<file path="config.mk">
export PLATFORM = sky130hd
export DESIGN_NAME = sha256_msg_sched_flat
export DESIGN_NICKNAME = d
export VERILOG_FILES = /design/src/rtl/sha256_pkg.sv /design/src/rtl/sha256_msg_sched_if.sv /design/src/rtl/sha256_msg_sched.sv /design/src/flat_wrapper.sv
export SDC_FILE = /design/constraint.sdc
export NUM_CORES = 1
export LEC_CHECK = 0
export CAP_MARGIN = 20
export CORE_MARGIN = 1.5
export CORE_UTILIZATION = 36
export DETAILED_ROUTE_END_ITERATION = 6
export PLACE_DENSITY = 0.63
export SLEW_MARGIN = 10
export SYNTH_ARGS = -nofsm -noshare
export SYNTH_HDL_FRONTEND = slang
export SYNTH_SLANG_ARGS = --single-unit
export TNS_END_PERCENT = 10
</file>
<file path="constraint.sdc">
create_clock -name clk -period 9.1 [get_ports clk]
set_input_delay 0.91 -clock clk [delete_from_list [all_inputs] [get_ports clk]]
set_output_delay 0.91 -clock clk [all_outputs]
set_load 0.1 [all_outputs]
</file>
<file path="src/rtl/sha256_pkg.sv">
// SHA-256 shared definitions: word type, round constants and the sigma/choice/majority helpers.
// Used by both the message scheduler and the compression round engine.
package sha256_pkg;

  typedef logic [31:0] word_t;

  localparam int SHA256_ROUNDS = 64;
  localparam int WIN_WORDS     = 16;
  localparam int BLK_BITS      = 512;

  typedef enum logic {
    ST_IDLE = 1'b0,
    ST_RUN  = 1'b1
  } sched_state_t;

  localparam word_t K [0:63] = '{
    32'h428a2f98, 32'h71374491, 32'hb5c0fbcf, 32'he9b5dba5,
    32'h3956c25b, 32'h59f111f1, 32'h923f82a4, 32'hab1c5ed5,
    32'hd807aa98, 32'h12835b01, 32'h243185be, 32'h550c7dc3,
    32'h72be5d74, 32'h80deb1fe, 32'h9bdc06a7, 32'hc19bf174,
    32'he49b69c1, 32'hefbe4786, 32'h0fc19dc6, 32'h240ca1cc,
    32'h2de92c6f, 32'h4a7484aa, 32'h5cb0a9dc, 32'h76f988da,
    32'h983e5152, 32'ha831c66d, 32'hb00327c8, 32'hbf597fc7,
    32'hc6e00bf3, 32'hd5a79147, 32'h06ca6351, 32'h14292967,
    32'h27b70a85, 32'h2e1b2138, 32'h4d2c6dfc, 32'h53380d13,
    32'h650a7354, 32'h766a0abb, 32'h81c2c92e, 32'h92722c85,
    32'ha2bfe8a1, 32'ha81a664b, 32'hc24b8b70, 32'hc76c51a3,
    32'hd192e819, 32'hd6990624, 32'hf40e3585, 32'h106aa070,
    32'h19a4c116, 32'h1e376c08, 32'h2748774c, 32'h34b0bcb5,
    32'h391c0cb3, 32'h4ed8aa4a, 32'h5b9cca4f, 32'h682e6ff3,
    32'h748f82ee, 32'h78a5636f, 32'h84c87814, 32'h8cc70208,
    32'h90befffa, 32'ha4506ceb, 32'hbef9a3f7, 32'hc67178f2
  };

  function automatic word_t rotr(input word_t x, input int unsigned n);
    return (x >> n) | (x << (32 - n));
  endfunction

  // Message-schedule sigmas (lower-case sigma in FIPS 180-4).
  function automatic word_t ssig0(input word_t x);
    return rotr(x, 7) ^ rotr(x, 18) ^ (x >> 3);
  endfunction

  function automatic word_t ssig1(input word_t x);
    return rotr(x, 17) ^ rotr(x, 19) ^ (x >> 10);
  endfunction

  // Compression-round sigmas (upper-case Sigma).
  function automatic word_t bsig0(input word_t x);
    return rotr(x, 2) ^ rotr(x, 13) ^ rotr(x, 22);
  endfunction

  function automatic word_t bsig1(input word_t x);
    return rotr(x, 6) ^ rotr(x, 11) ^ rotr(x, 25);
  endfunction

  function automatic word_t ch(input word_t e, input word_t f, input word_t g);
    return (e & f) ^ (~e & g);
  endfunction

  function automatic word_t maj(input word_t a, input word_t b, input word_t c);
    return (a & b) ^ (a & c) ^ (b & c);
  endfunction

endpackage

</file>
<file path="src/rtl/sha256_msg_sched_if.sv">
// Block-in / W-word-out bundle between the block buffer, the message scheduler and the round engine.
// master = scheduler side, slave = the surrounding producer/consumer pair.
interface sha256_msg_sched_if;
  import sha256_pkg::*;

  logic                blk_valid;
  logic                blk_ready;
  logic [BLK_BITS-1:0] blk_data;
  logic                w_valid;
  logic                w_ready;
  word_t               w_data;
  logic [5:0]          w_idx;
  logic                w_last;
  logic                busy;

  modport master (
    input  blk_valid, blk_data, w_ready,
    output blk_ready, w_valid, w_data, w_idx, w_last, busy
  );

  modport slave (
    output blk_valid, blk_data, w_ready,
    input  blk_ready, w_valid, w_data, w_idx, w_last, busy
  );

endinterface

</file>
<file path="src/rtl/sha256_msg_sched.sv">
// SHA-256 message schedule: loads a 512-bit block, streams W[0..ROUNDS-1] one word per handshake.
// First word the cycle after accept; w_ready low freezes window and outputs; optional same-cycle preload.
module sha256_msg_sched
  import sha256_pkg::*;
#(
  parameter int ROUNDS        = SHA256_ROUNDS,
  parameter bit ALLOW_PRELOAD = 1'b1
) (
  input  logic               clk,
  input  logic               reset,
  sha256_msg_sched_if.master bus
);

  if (ROUNDS < 16 || ROUNDS > SHA256_ROUNDS) begin : g_bad_rounds
    $error("sha256_msg_sched: ROUNDS must be within 16..64");
  end

  localparam logic [5:0] LAST_IDX = 6'(ROUNDS - 1);

  sched_state_t r_state;
  sched_state_t w_state_nxt;
  word_t        r_win [WIN_WORDS];
  logic [5:0]   r_idx;

  logic  w_run;
  logic  w_hs;
  logic  w_last_hs;
  logic  w_blk_rdy;
  logic  w_load;
  logic  w_valid;
  logic  w_last;
  logic  w_busy;
  word_t w_new_word;

  assign w_run      = (r_state == ST_RUN);
  assign w_hs       = w_run & bus.w_ready;
  assign w_last_hs  = w_hs & (r_idx == LAST_IDX);
  assign w_load     = bus.blk_valid & w_blk_rdy;
  // Produces W[t+16] from the window holding W[t..t+15].
  assign w_new_word = ssig1(r_win[14]) + r_win[9] + ssig0(r_win[1]) + r_win[0];

  always_ff @(posedge clk) begin
    if (reset) begin
      r_state <= ST_IDLE;
    end else begin
      r_state <= w_state_nxt;
    end
  end

  always_comb begin
    w_state_nxt = r_state;
    case (r_state)
      ST_IDLE: begin
        if (w_load) begin
          w_state_nxt = ST_RUN;
        end
      end
      ST_RUN: begin
        if (w_last_hs && !w_load) begin
          w_state_nxt = ST_IDLE;
        end
      end
      default: w_state_nxt = ST_IDLE;
    endcase
  end

  always_comb begin
    w_blk_rdy = 1'b0;
    w_valid   = 1'b0;
    w_last    = 1'b0;
    w_busy    = 1'b0;
    case (r_state)
      ST_IDLE: begin
        w_blk_rdy = 1'b1;
      end
      ST_RUN: begin
        w_valid   = 1'b1;
        w_busy    = 1'b1;
        w_last    = (r_idx == LAST_IDX);
        // Only the final word's handshake may overlap with the next block load.
        w_blk_rdy = ALLOW_PRELOAD & w_last_hs;
      end
      default: begin
        w_blk_rdy = 1'b0;
      end
    endcase
  end

  always_ff @(posedge clk) begin
    if (reset) begin
      for (int i = 0; i < WIN_WORDS; i++) begin
        r_win[i] <= '0;
      end
      r_idx <= '0;
    end else if (w_load) begin
      for (int i = 0; i < WIN_WORDS; i++) begin
        r_win[i] <= bus.blk_data[BLK_BITS-1-32*i -: 32];
      end
      r_idx <= '0;
    end else if (w_hs) begin
      for (int i = 0; i < WIN_WORDS - 1; i++) begin
        r_win[i] <= r_win[i+1];
      end
      r_win[WIN_WORDS-1] <= w_new_word;
      r_idx              <= r_idx + 6'd1;
    end
  end

  assign bus.blk_ready = w_blk_rdy;
  assign bus.w_valid   = w_valid;
  assign bus.w_data    = r_win[0];
  assign bus.w_idx     = r_idx;
  assign bus.w_last    = w_last;
  assign bus.busy      = w_busy;

endmodule
</file>
<file path="src/flat_wrapper.sv">
// flat-port wrapper written by rule: the top's interface ports become plain ports
module sha256_msg_sched_flat import sha256_pkg::*;
#(
  parameter int ROUNDS        = SHA256_ROUNDS,
  parameter bit ALLOW_PRELOAD = 1'b1
)
  (clk, reset, bus_blk_valid, bus_blk_data, bus_w_ready, bus_blk_ready, bus_w_valid, bus_w_data, bus_w_idx, bus_w_last, bus_busy);
  sha256_msg_sched_if bus_i ();
  input  logic clk;
  input  logic reset;
  input wire logic [$bits(bus_i.blk_valid)-1:0] bus_blk_valid;
  input wire logic [$bits(bus_i.blk_data)-1:0] bus_blk_data;
  input wire logic [$bits(bus_i.w_ready)-1:0] bus_w_ready;
  output wire logic [$bits(bus_i.blk_ready)-1:0] bus_blk_ready;
  output wire logic [$bits(bus_i.w_valid)-1:0] bus_w_valid;
  output wire logic [$bits(bus_i.w_data)-1:0] bus_w_data;
  output wire logic [$bits(bus_i.w_idx)-1:0] bus_w_idx;
  output wire logic [$bits(bus_i.w_last)-1:0] bus_w_last;
  output wire logic [$bits(bus_i.busy)-1:0] bus_busy;
  assign bus_i.blk_valid = bus_blk_valid;
  assign bus_i.blk_data = bus_blk_data;
  assign bus_i.w_ready = bus_w_ready;
  assign bus_blk_ready = bus_i.blk_ready;
  assign bus_w_valid = bus_i.w_valid;
  assign bus_w_data = bus_i.w_data;
  assign bus_w_idx = bus_i.w_idx;
  assign bus_w_last = bus_i.w_last;
  assign bus_busy = bus_i.busy;
  sha256_msg_sched #(.ROUNDS(ROUNDS), .ALLOW_PRELOAD(ALLOW_PRELOAD)) u_core (.clk(clk), .reset(reset), .bus(bus_i));
endmodule
</file>
==> run_results.csv, run 1 <==
group,metric,value,unit
sta,rsz0062_at_grt,"no",
detailed_routing,via_count,17982,
global_routing,track_usage,25.37,%
setup_path,reg2reg_depth,14,
final_layout,layout_commonest_cell,"clkdlybuf4s50_1",
setup_path,path_class,"flop to flop",
sta,worstMarginPinSlew,1.137,ns
clock_tree,clk_pin_slew,0.06,ns
synthesis,yosys_warnings,0,
final_layout,final_cells,3281,
sta,tns,0,ns
detailed_routing,viasPerCell,5.481,
clock_tree,ctsHoldBuffers,0,
floorplanning,die_area,72470,sq um
sta,skew,0.02983,ns
detailed_routing,wl,95020,um
power_and_ir_drop,ir_worst_vdd,0.1567,mV
placement,dpl.cell_count,3168,
floorplanning,start_util,36.43,%
setup_path,cp-end-kind,"flop",
final_layout,layout-drive-gt1-share,4.974,%
floorplanning,fp.dieH,269.2,um
floorplanning,io_pins,558,
sta,fmaxAchievable,221.7,MHz
global_routing,grt_pass1_vias,17753,
clock_tree,clock_path_buffers,3,
synthesis,synth_cell_types,61,
clock_tree,clockRootBuffer,"clkbuf_16",
synthesis,async_flop_share,0,%
synthesis,synth_seq_cells,519,
sta,period_share,49.58,%
synthesis,synthCells,1814,
setup_path,worstPathMaxFanout,10,
synthesis,syn_area_per_cell,14.06,sq um
worst_hold_path,holdCritPathClass,"flop to flop",
outcome,status,"complete, no violations",
floorplanning,core_area,70030,sq um
sta,min_period,4.512,ns
floorplanning,fp-row-count,97,
synthesis,synth_ff_type,"edfxtp_1",
setup_path,critPathArrivalTime,4.94,ns
synthesis,ys_seq_area_share,60.81,%
placement,place_congestion,0.9660,
global_routing,grt_pass1_wl,131300,um
clock_tree,tritoncts,"yes",
detailed_routing,wl_per_cell,28.96,um
final_layout,area_growth,31.87,%
global_routing,grt_start_max_net_pins,226,
global_routing,grt_overflow,0,
placement,hpwl,71430,um
clock_tree,cts_num_sinks,519,
sta,hold_viol_final,0,
synthesis,syn-num-nets,2424,
detailed_routing,antenna_left,0,
setup_path,worstSetupStartpointType,"flop",
flow_run,cap_violations,0,
worst_hold_path,whs_path_depth,2,
floorplanning,die_x,269.2,um
detailed_routing,drt_iter0_markers,2012,
setup_path,required,9.53,ns
clock_tree,post-cts-setup-buffer-count,0,
synthesis,syn_area,25510,sq um
global_routing,antenna_found_initial,23,
power_and_ir_drop,total_leakage_power,0.01302,uW
power_and_ir_drop,pwr_density_cell,261.0,nW/um^2
sta,setup_viol,0,
synthesis,synth_edf_count,512,
final_layout,nNetsFinal,2898,
final_layout,fill_cells,6175,
placement,io_buffers,557,
clock_tree,cts_made_buffers,58,
clock_tree,cts_resized,0,
clock_tree,htree_levels,2,
final_layout,final_cell_mix,"clkdlybuf4s50_1 (557), edfxtp_1 (512), a22o_1 (484), inv_1 (147), xnor2_1 (120)",
detailed_routing,drtPass1Iterations,5,
clock_tree,clkLatencyLatePin,0.64,ns
sta,finalMaxSlewViolations,0,
detailed_routing,drc,0,
sta,max_slew_margin,24.17,%
## Yosys cell counts, types with 2 or more instances
cell	instances	share of area [%]
edfxtp_1	512	60
a22o_1	484	17
inv_1	147	2.2
xnor2_1	120	4.1
clkbuf_1	65	0.96
fa_1	62	4.9
buf_2	56	1.1
nand2_1	51	0.75
buf_4	33	0.97
o21ai_0	33	0.65
ha_1	32	1.6
nor2_1	32	0.47
a21oi_1	30	0.59
xor2_1	28	0.96
nand3_1	16	0.31
nand2b_1	9	0.22
a21o_1	8	0.24
dfxtp_1	7	0.55
a31oi_1	5	0.12
and3_1	5	0.12
nand4_1	5	0.12
nor3_1	5	0.098
o21a_1	5	0.15
o21bai_1	5	0.15
or3_1	5	0.12
a211oi_1	4	0.12
nor2b_1	4	0.098
and2_1	3	0.074
a21boi_0	2	0.059
a21oi_2	2	0.069
a22oi_1	2	0.059
a32o_1	2	0.078
buf_1	2	0.029
o2111ai_1	2	0.069
o211ai_1	2	0.059
o21ai_1	2	0.039
o21ai_2	2	0.069
o31ai_1	2	0.059
## final timing paths
path / startpoint / endpoint / slack, ns
worst max-delay path: u_core.r_win[1][192]$_DFFE_PP_ / u_core.r_win[1][254]$_DFFE_PP_ / 4.59
worst max register to register: u_core.r_win[1][192]$_DFFE_PP_ / u_core.r_win[1][254]$_DFFE_PP_ / 4.59
worst min register to register: u_core.bus.w_idx[1]$_SDFFE_PP0P_ / u_core.bus.w_idx[1]$_SDFFE_PP0P_ / 0.52
worst min-delay path: u_core.bus.w_idx[1]$_SDFFE_PP0P_ / u_core.bus.w_idx[1]$_SDFFE_PP0P_ / 0.52
## cell type report
class,count,area (sq um),share of cell area [%]
inverter,147,551.8,1.640
antenna,9,22.52,0.06694
timing repair buffer,570,5723,17.01
multi-input combinational,992,8706,25.88
clock inverter,41,456.7,1.357
tap,940,1176,3.496
sequential,519,15510,46.12
clock buffer,63,1491,4.433
## registers in the layout (all words and copies together) (netlist names)
name,flops
u_core.r_win,512
u_core.r_state,1
u_core.bus.w_idx,6
## kinds of logic after synthesis
kind of cell / count (synthesis) / synth area share, %
adders and majority gates: 94 / 6.435
AOI/OAI and AO/OA: 604 / 19.71
xor gates and xnor gates: 148 / 5.081
and+or+nand+nor: 146 / 2.747
DFF: 519 / 60.81
buffers and inverters: 303 / 5.218
## worst max-delay path, stage by stage (launching register included)
cell       delay, ns
edfxtp_1        0.51
xnor2_1         0.19
xnor2_1         0.49
fa_1            0.52
inv_1           0.08
fa_1            0.41
inv_1           0.07
ha_1            0.32
a21oi_1         0.16
o21ai_0         0.37
a21oi_1         0.16
or4_1           0.57
nand3_1         0.15
o2111ai_1       0.11
o311ai_0        0.16
## through the flow
step | hold WS, ns | instance area [sq um] | total power [uW] | setup slack (ns) | util [%]
after floorplan | 0.5181 | 25510 | 5166 | 0.3031 | -
after global placement | 0.5017 | 31670 | 6287 | 4.317 | 45.23
after detailed placement | 0.5127 | 31670 | 6302 | 4.355 | 45.23
after CTS | 0.5220 | 33620 | 8759 | 4.644 | 48.01
after global routing | 0.5472 | 33630 | 9157 | 4.418 | 48.02
final | 0.5160 | 33640 | 8780 | 4.589 | 48.04
## per-layer routing
metal	vias to the layer above	global-route usage [%]	wire length [um]
li1	7905	-	-
met1	8980	33.12	38230
met2	921	41.26	45160
met3	152	7.222	8853
met4	24	6.854	2620
met5	-	0	157
## report_power, final
group | switching (uW) | leakage [uW] | internal, uW
Sequential | 204 | 0.00563 | 2930
Combinational | 1980 | 0.00645 | 1240
Clock | 1020 | 0.000938 | 1410
Total | 3200 | 0.0130 | 5580
Note: power is estimated with default switching activity, not from simulation.
==> inputs of run 2 (changes only) <==
clock period = 4.5 ns   (was 9.1 ns; I/O delays follow)
==> run_results.csv, run 2 (synthesis gave the netlist of run 1 again) <==
group,metric,value,unit
setup_path,cp-end-kind,"flop",
worst_hold_path,min_from,"u_core.bus.w_idx[1]$_SDFFE_PP0P_",
sta,fmaxAchievable,227.5,MHz
sta,max_slew_margin,25.47,%
final_layout,final_cell_mix,"clkdlybuf4s50_1 (557), edfxtp_1 (512), a22o_1 (484), inv_1 (147), xnor2_1 (117)",
clock_tree,clockRootBuffer,"clkbuf_16",
placement,place_congestion,0.9394,
clock_tree,ctsHoldBuffers,0,
setup_path,critPathArrivalTime,4.73,ns
detailed_routing,drc,0,
floorplanning,die_x,269.2,um
sta,worstMarginPinSlew,1.118,ns
setup_path,worst_r2r_startpoint,"u_core.r_win[0][44]$_SDFFCE_PN0P_",
setup_path,crit_top_cell,"xnor2_1",
power_and_ir_drop,power,18060,uW
global_routing,busiest_layer,"met2",
setup_path,rrSetupSlack,0.10,ns
global_routing,grt_overflow,0,
global_routing,track_usage,25.62,%
worst_hold_path,holdCritPathClass,"flop to flop",
floorplanning,fp-row-count,97,
power_and_ir_drop,total_leakage_power,0.01339,uW
final_layout,layout-drive-gt1-share,7.943,%
clock_tree,cts_made_buffers,57,
final_layout,top_register,"u_core.r_win",
sta,period_share,97.70,%
outcome,status,"complete, no violations",
detailed_routing,drtPass1Iterations,5,
sta,hold_viol_final,0,
detailed_routing,drt_iter0_markers,1555,
sta,rsz0062_at_grt,"yes",
sta,min_period,4.396,ns
floorplanning,start_util,36.43,%
clock_tree,clk_pin_slew,0.07,ns
global_routing,use_met2,40.90,%
power_and_ir_drop,pwr_density_cell,527.1,nW/um^2
global_routing,grt_pass1_vias,18124,
setup_path,worstSetupStartpointType,"flop",
sta,skew,0.03107,ns
worst_hold_path,hold_end,"u_core.bus.w_idx[1]$_SDFFE_PP0P_",
detailed_routing,antenna_left,0,
detailed_routing,via_count,17909,
global_routing,antenna_found_initial,18,
setup_path,critPathSlowestCell,"fa_1",
setup_path,regToRegEndpoint,"u_core.r_win[1][242]$_DFFE_PP_",
floorplanning,io_pins,558,
final_layout,largest_reg_flops,512,
placement,hpwl,74370,um
detailed_routing,viasPerCell,5.359,
floorplanning,die_area,72470,sq um
final_layout,area_growth,34.30,%
setup_path,reg2reg_depth,15,
flow_run,cap_violations,0,
final_layout,fill_cells,6167,
global_routing,use_met3,8.202,%
clock_tree,cts_num_sinks,519,
setup_path,worstPathMaxFanout,6,
floorplanning,core_area,70030,sq um
sta,finalMaxSlewViolations,0,
sta,setup_viol,0,
detailed_routing,wl,95730,um
setup_path,path_class,"flop to flop",
clock_tree,tritoncts,"yes",
global_routing,grt_start_max_net_pins,193,
detailed_routing,wl_per_cell,28.64,um
floorplanning,fp.dieH,269.2,um
global_routing,grt_util_met1,32.69,%
setup_path,required,4.84,ns
setup_path,max_stage_delay,0.53,ns
placement,dpl_worst_slack,0.1126,ns
sta,layout_setup_ws,0.1036,ns
final_layout,nNetsFinal,2960,
worst_hold_path,whs_path_depth,2,
final_layout,layout_commonest_cell,"clkdlybuf4s50_1",
clock_tree,htree_levels,2,
clock_tree,clkLatencyLatePin,0.61,ns
final_layout,multi_input_area,8750,sq um
final_layout,final_util,48.93,%
setup_path,startpoint,"u_core.r_win[0][44]$_SDFFCE_PN0P_",
global_routing,grt_pass1_wl,132300,um
setup_path,cp_cell_sequence,"buf_4 -> xnor2_1 -> xnor2_1 -> fa_1 -> inv_1 -> fa_1 -> inv_1 -> ha_1 -> o21ai_2 -> nor2_2 -> a21oi_4 -> a221oi_4 -> a31oi_1 -> xnor2_1 -> o21ai_0",
clock_tree,clock_path_buffers,3,
placement,io_buffers,557,
final_layout,seq_area,15520,sq um
power_and_ir_drop,ir_worst_vdd,0.3171,mV
-- run 2: changes by cell type in the layout (fill, tap and decap cells not counted), moves of 2 or more --
cell,before,now
clkinv_1,16,14
clkinv_2,8,11
clkinv_16,2,0
dfxtp_1,7,1
xnor2_1,120,117
clkinvlp_4,4,2
dfxtp_2,0,6
buf_4,9,57
buf_12,4,19
xnor2_2,0,3
-- run 2: layout make-up --
type                       count  area share (%)
inverter                     147           1.610
antenna                       10         0.07304
multi-input combinational    992           25.54
sequential                   519           45.30
clock buffer                  64           4.364
tap                          940           3.433
clock inverter                37           1.048
timing repair buffer         633           18.63
-- run 2: metrics by stage --
| step | setup TNS, ns | area [sq um] | hold slack (ns) | cells |
|---|---|---|---|---|
| after floorplan | 0 | 25540 | 0.5181 | 1814 |
| after global placement | 0 | 32320 | 0.4709 | 3228 |
| after detailed placement | 0 | 32320 | 0.4754 | 3228 |
| after CTS | 0 | 34170 | 0.4606 | 3329 |
| after global routing | -0.1037 | 34260 | 0.4975 | 3340 |
| final | 0 | 34260 | 0.4854 | 3342 |
-- run 2: per-layer routing --
layer | share of wire (%) | vias up
met5 | 0.096 | -
met3 | 9.8 | 132
li1 | - | 8019
met1 | 40 | 8915
met2 | 47 | 829
met4 | 3.5 | 14
-- run 2: worst max path at each step --
stage / slack [ns] / to
global route: -0.07 / u_core.r_win[1][250]$_DFFE_PP_
floorplan: 0.09 / u_core.r_win[0][0]$_DFFE_PP_
finish: 0.10 / u_core.r_win[1][242]$_DFFE_PP_
CTS: 0.11 / u_core.r_win[1][250]$_DFFE_PP_
detailed placement: 0.11 / u_core.r_win[1][250]$_DFFE_PP_
global placement: 0.13 / u_core.r_win[1][253]$_DFFE_PP_
-- run 2: repair_timing --
| action | 4_1_cts | 5_1_grt |
|---|---|---|
| endpoints found under the setup margin | 0 | 9 |
| buffers inserted | 0 | 3 |
| resized for setup | 0 | 7 |
-- run 2: worst max-delay path: cells and delay by family (launching register included) --
family	cells	cell delay, ns
AND/OR/NAND/NOR	1	0.14
adder cells (fa/ha/maj)	3	1.41
flip-flops	1	0.52
XOR/XNOR	3	0.78
AO/OA/AOI/OAI	5	1.00
buffers and inverters	3	0.29
-- run 2: where the power goes --
group / internal [uW] / switching (uW)
logic: 2730 / 4310
registers: 5920 / 375
clock network: 2770 / 1970
total: 11400 / 6650
==> inputs of run 3 (changes only) <==
CORE_MARGIN = 5   (was 1.5)
clock period = 4.3 ns   (was 4.5 ns; I/O delays follow)
==> run_results.csv, run 3 (synthesis gave the netlist of run 1 again) <==
group,metric,value,unit
outcome,status,"complete, no violations",
setup_path,worstPathMaxFanout,7,
placement,hpwl,75920,um
power_and_ir_drop,pwr_density_cell,567.0,nW/um^2
final_layout,largest_reg_flops,512,
detailed_routing,antenna_left,0,
final_layout,final_cells,3401,
sta,rsz0062_at_grt,"yes",
global_routing,track_usage,24.23,%
power_and_ir_drop,ir_worst_vdd,0.3377,mV
setup_path,path_class,"flop to flop",
setup_path,cp_cell_sequence,"buf_4 -> xnor2_1 -> xnor2_1 -> buf_4 -> fa_1 -> inv_1 -> fa_1 -> inv_1 -> ha_2 -> buf_4 -> nand3_1 -> o211a_1 -> o211ai_1 -> a21oi_1 -> xnor2_1 -> o21ai_0",
global_routing,grt_start_max_net_pins,109,
floorplanning,fp-row-count,97,
detailed_routing,wl_per_cell,28.60,um
sta,period_share,99.50,%
floorplanning,fp.dieH,276.2,um
sta,setup_viol,0,
placement,place_congestion,0.9452,
sta,finalMaxSlewViolations,0,
setup_path,critPathArrivalTime,4.64,ns
detailed_routing,drt_iter0_markers,1640,
sta,whs,0.4530,ns
sta,max_slew_margin,22.80,%
placement,dpl.cell_count,3268,
flow_run,cap_violations,0,
sta,fmaxAchievable,233.7,MHz
setup_path,worstSetupStartpointType,"flop",
detailed_routing,wl,97280,um
setup_path,required,4.66,ns
global_routing,grt_pass1_wl,135100,um
clock_tree,htree_levels,2,
global_routing,grt_overflow,0,
final_layout,fill_cells,6114,
global_routing,antenna_found_initial,17,
final_layout,final_cell_mix,"clkdlybuf4s50_1 (557), edfxtp_1 (512), a22o_1 (484), inv_1 (147), xnor2_1 (105)",
floorplanning,core_area,70150,sq um
final_layout,final_area,35010,sq um
placement,dpl-instance-area,32630,sq um
worst_hold_path,holdCritPathClass,"input pin to flop",
final_layout,top_register,"u_core.r_win",
floorplanning,die_area,76290,sq um
setup_path,critPathSlowestCell,"edfxtp_1",
clock_tree,clkLatencyLatePin,0.62,ns
clock_tree,clk_pin_slew,0.06,ns
detailed_routing,drc,0,
clock_tree,clockRootBuffer,"clkbuf_16",
floorplanning,io_pins,558,
clock_tree,cts_num_sinks,519,
clock_tree,tritoncts,"yes",
final_layout,layout_commonest_cell,"clkdlybuf4s50_1",
detailed_routing,viasPerCell,5.352,
power_and_ir_drop,power,19850,uW
detailed_routing,drtPass1Iterations,5,
sta,worstMarginPinSlew,1.154,ns
global_routing,grt_pass1_vias,18714,
final_layout,final_util,49.91,%
clock_tree,cts_made_buffers,58,
final_layout,nNetsFinal,3008,
placement,io_buffers,557,
floorplanning,start_util,36.37,%
floorplanning,die_x,276.2,um
sta,min_period,4.278,ns
power_and_ir_drop,total_leakage_power,0.01374,uW
clock_tree,clock_path_buffers,3,
sta,hold_viol_final,0,
sta,skew,0.02017,ns
final_layout,area_growth,37.22,%
final_layout,layout-drive-gt1-share,11.28,%
setup_path,max_stage_delay,0.53,ns
setup_path,cp-end-kind,"flop",
detailed_routing,via_count,18201,
==> run 3: cell count changes in the layout (fill, tap and decap cells not counted), sizes merged <==
| cell | delta |
|---|---|
| buf | +47 |
| bufinv | +3 |
| clkbuf | +7 |
| clkinv | -5 |
| clkinvlp | +2 |
| diode | +4 |
| inv | +1 |
==> run 3: worst paths after layout <==
check	start	depth (start not counted)	to	slack, ns
worst max-delay path	u_core.r_win[1][216]$_DFFE_PP_	16	u_core.r_win[1][248]$_DFFE_PP_	0.02
worst min-delay path	bus_blk_valid	3	u_core.r_state$_SDFF_PP0_	0.45
worst max register to register	u_core.r_win[1][216]$_DFFE_PP_	16	u_core.r_win[1][248]$_DFFE_PP_	0.02
worst min register to register	u_core.bus.w_idx[1]$_SDFFE_PP0P_	2	u_core.bus.w_idx[1]$_SDFFE_PP0P_	0.49
==> run 3: per-stage QoR <==
step	TNS, ns	worst slack [ns]
final	0	0.02171
after global routing	-0.2034	-0.06219
after detailed placement	-0.2327	-0.09211
after global placement	-0.1999	-0.1413
after floorplan	0	0.04129
after CTS	0	0.008045
==> run 3: layout make-up <==
type                    count  area, sq um  share of cell area [%]
flip-flops and latches    519        15520                   44.35
multi-input cells         992         8982                   25.66
repair buffers            680         6749                   19.28
clock buffers              71         1500                   4.285
well taps                 940         1176                   3.360
inverters                 147        551.8                   1.576
clock inverters            38        489.2                   1.397
diodes                     14        35.03                  0.1001
==> run 3: repair_timing <==
item / CTS / global route
buffers inserted: 1 / 8
pin swaps: 2 / 5
hold buffers: 0 / 0
endpoints found under the setup margin: 8 / 17
resized for setup: 5 / 46
==> run 3: layer usage <==
layer	up-vias	share of wire, %	global-route usage, %
li1	8146	-	-
met4	12	3.2	7.222
met5	-	0.082	0
met3	131	9.5	8.243
met1	9063	40	31.01
met2	849	47	39.34
==> run 3: worst max-delay path: cells and delay by family (launching register included) <==
family / cells / cell delay (ns)
compound gates: 4 / 0.73
flops: 1 / 0.53
buf+inv: 5 / 0.65
fa+ha+maj: 3 / 1.34
simple gates: 1 / 0.17
xor+xnor: 3 / 0.58
==> run 3: where the power goes <==
part,internal (uW),leakage (uW),switching (uW),total [uW]
Clock,3100,0.000957,2120,5220
Sequential,6190,0.00563,375,6570
Combinational,3350,0.00716,4720,8070
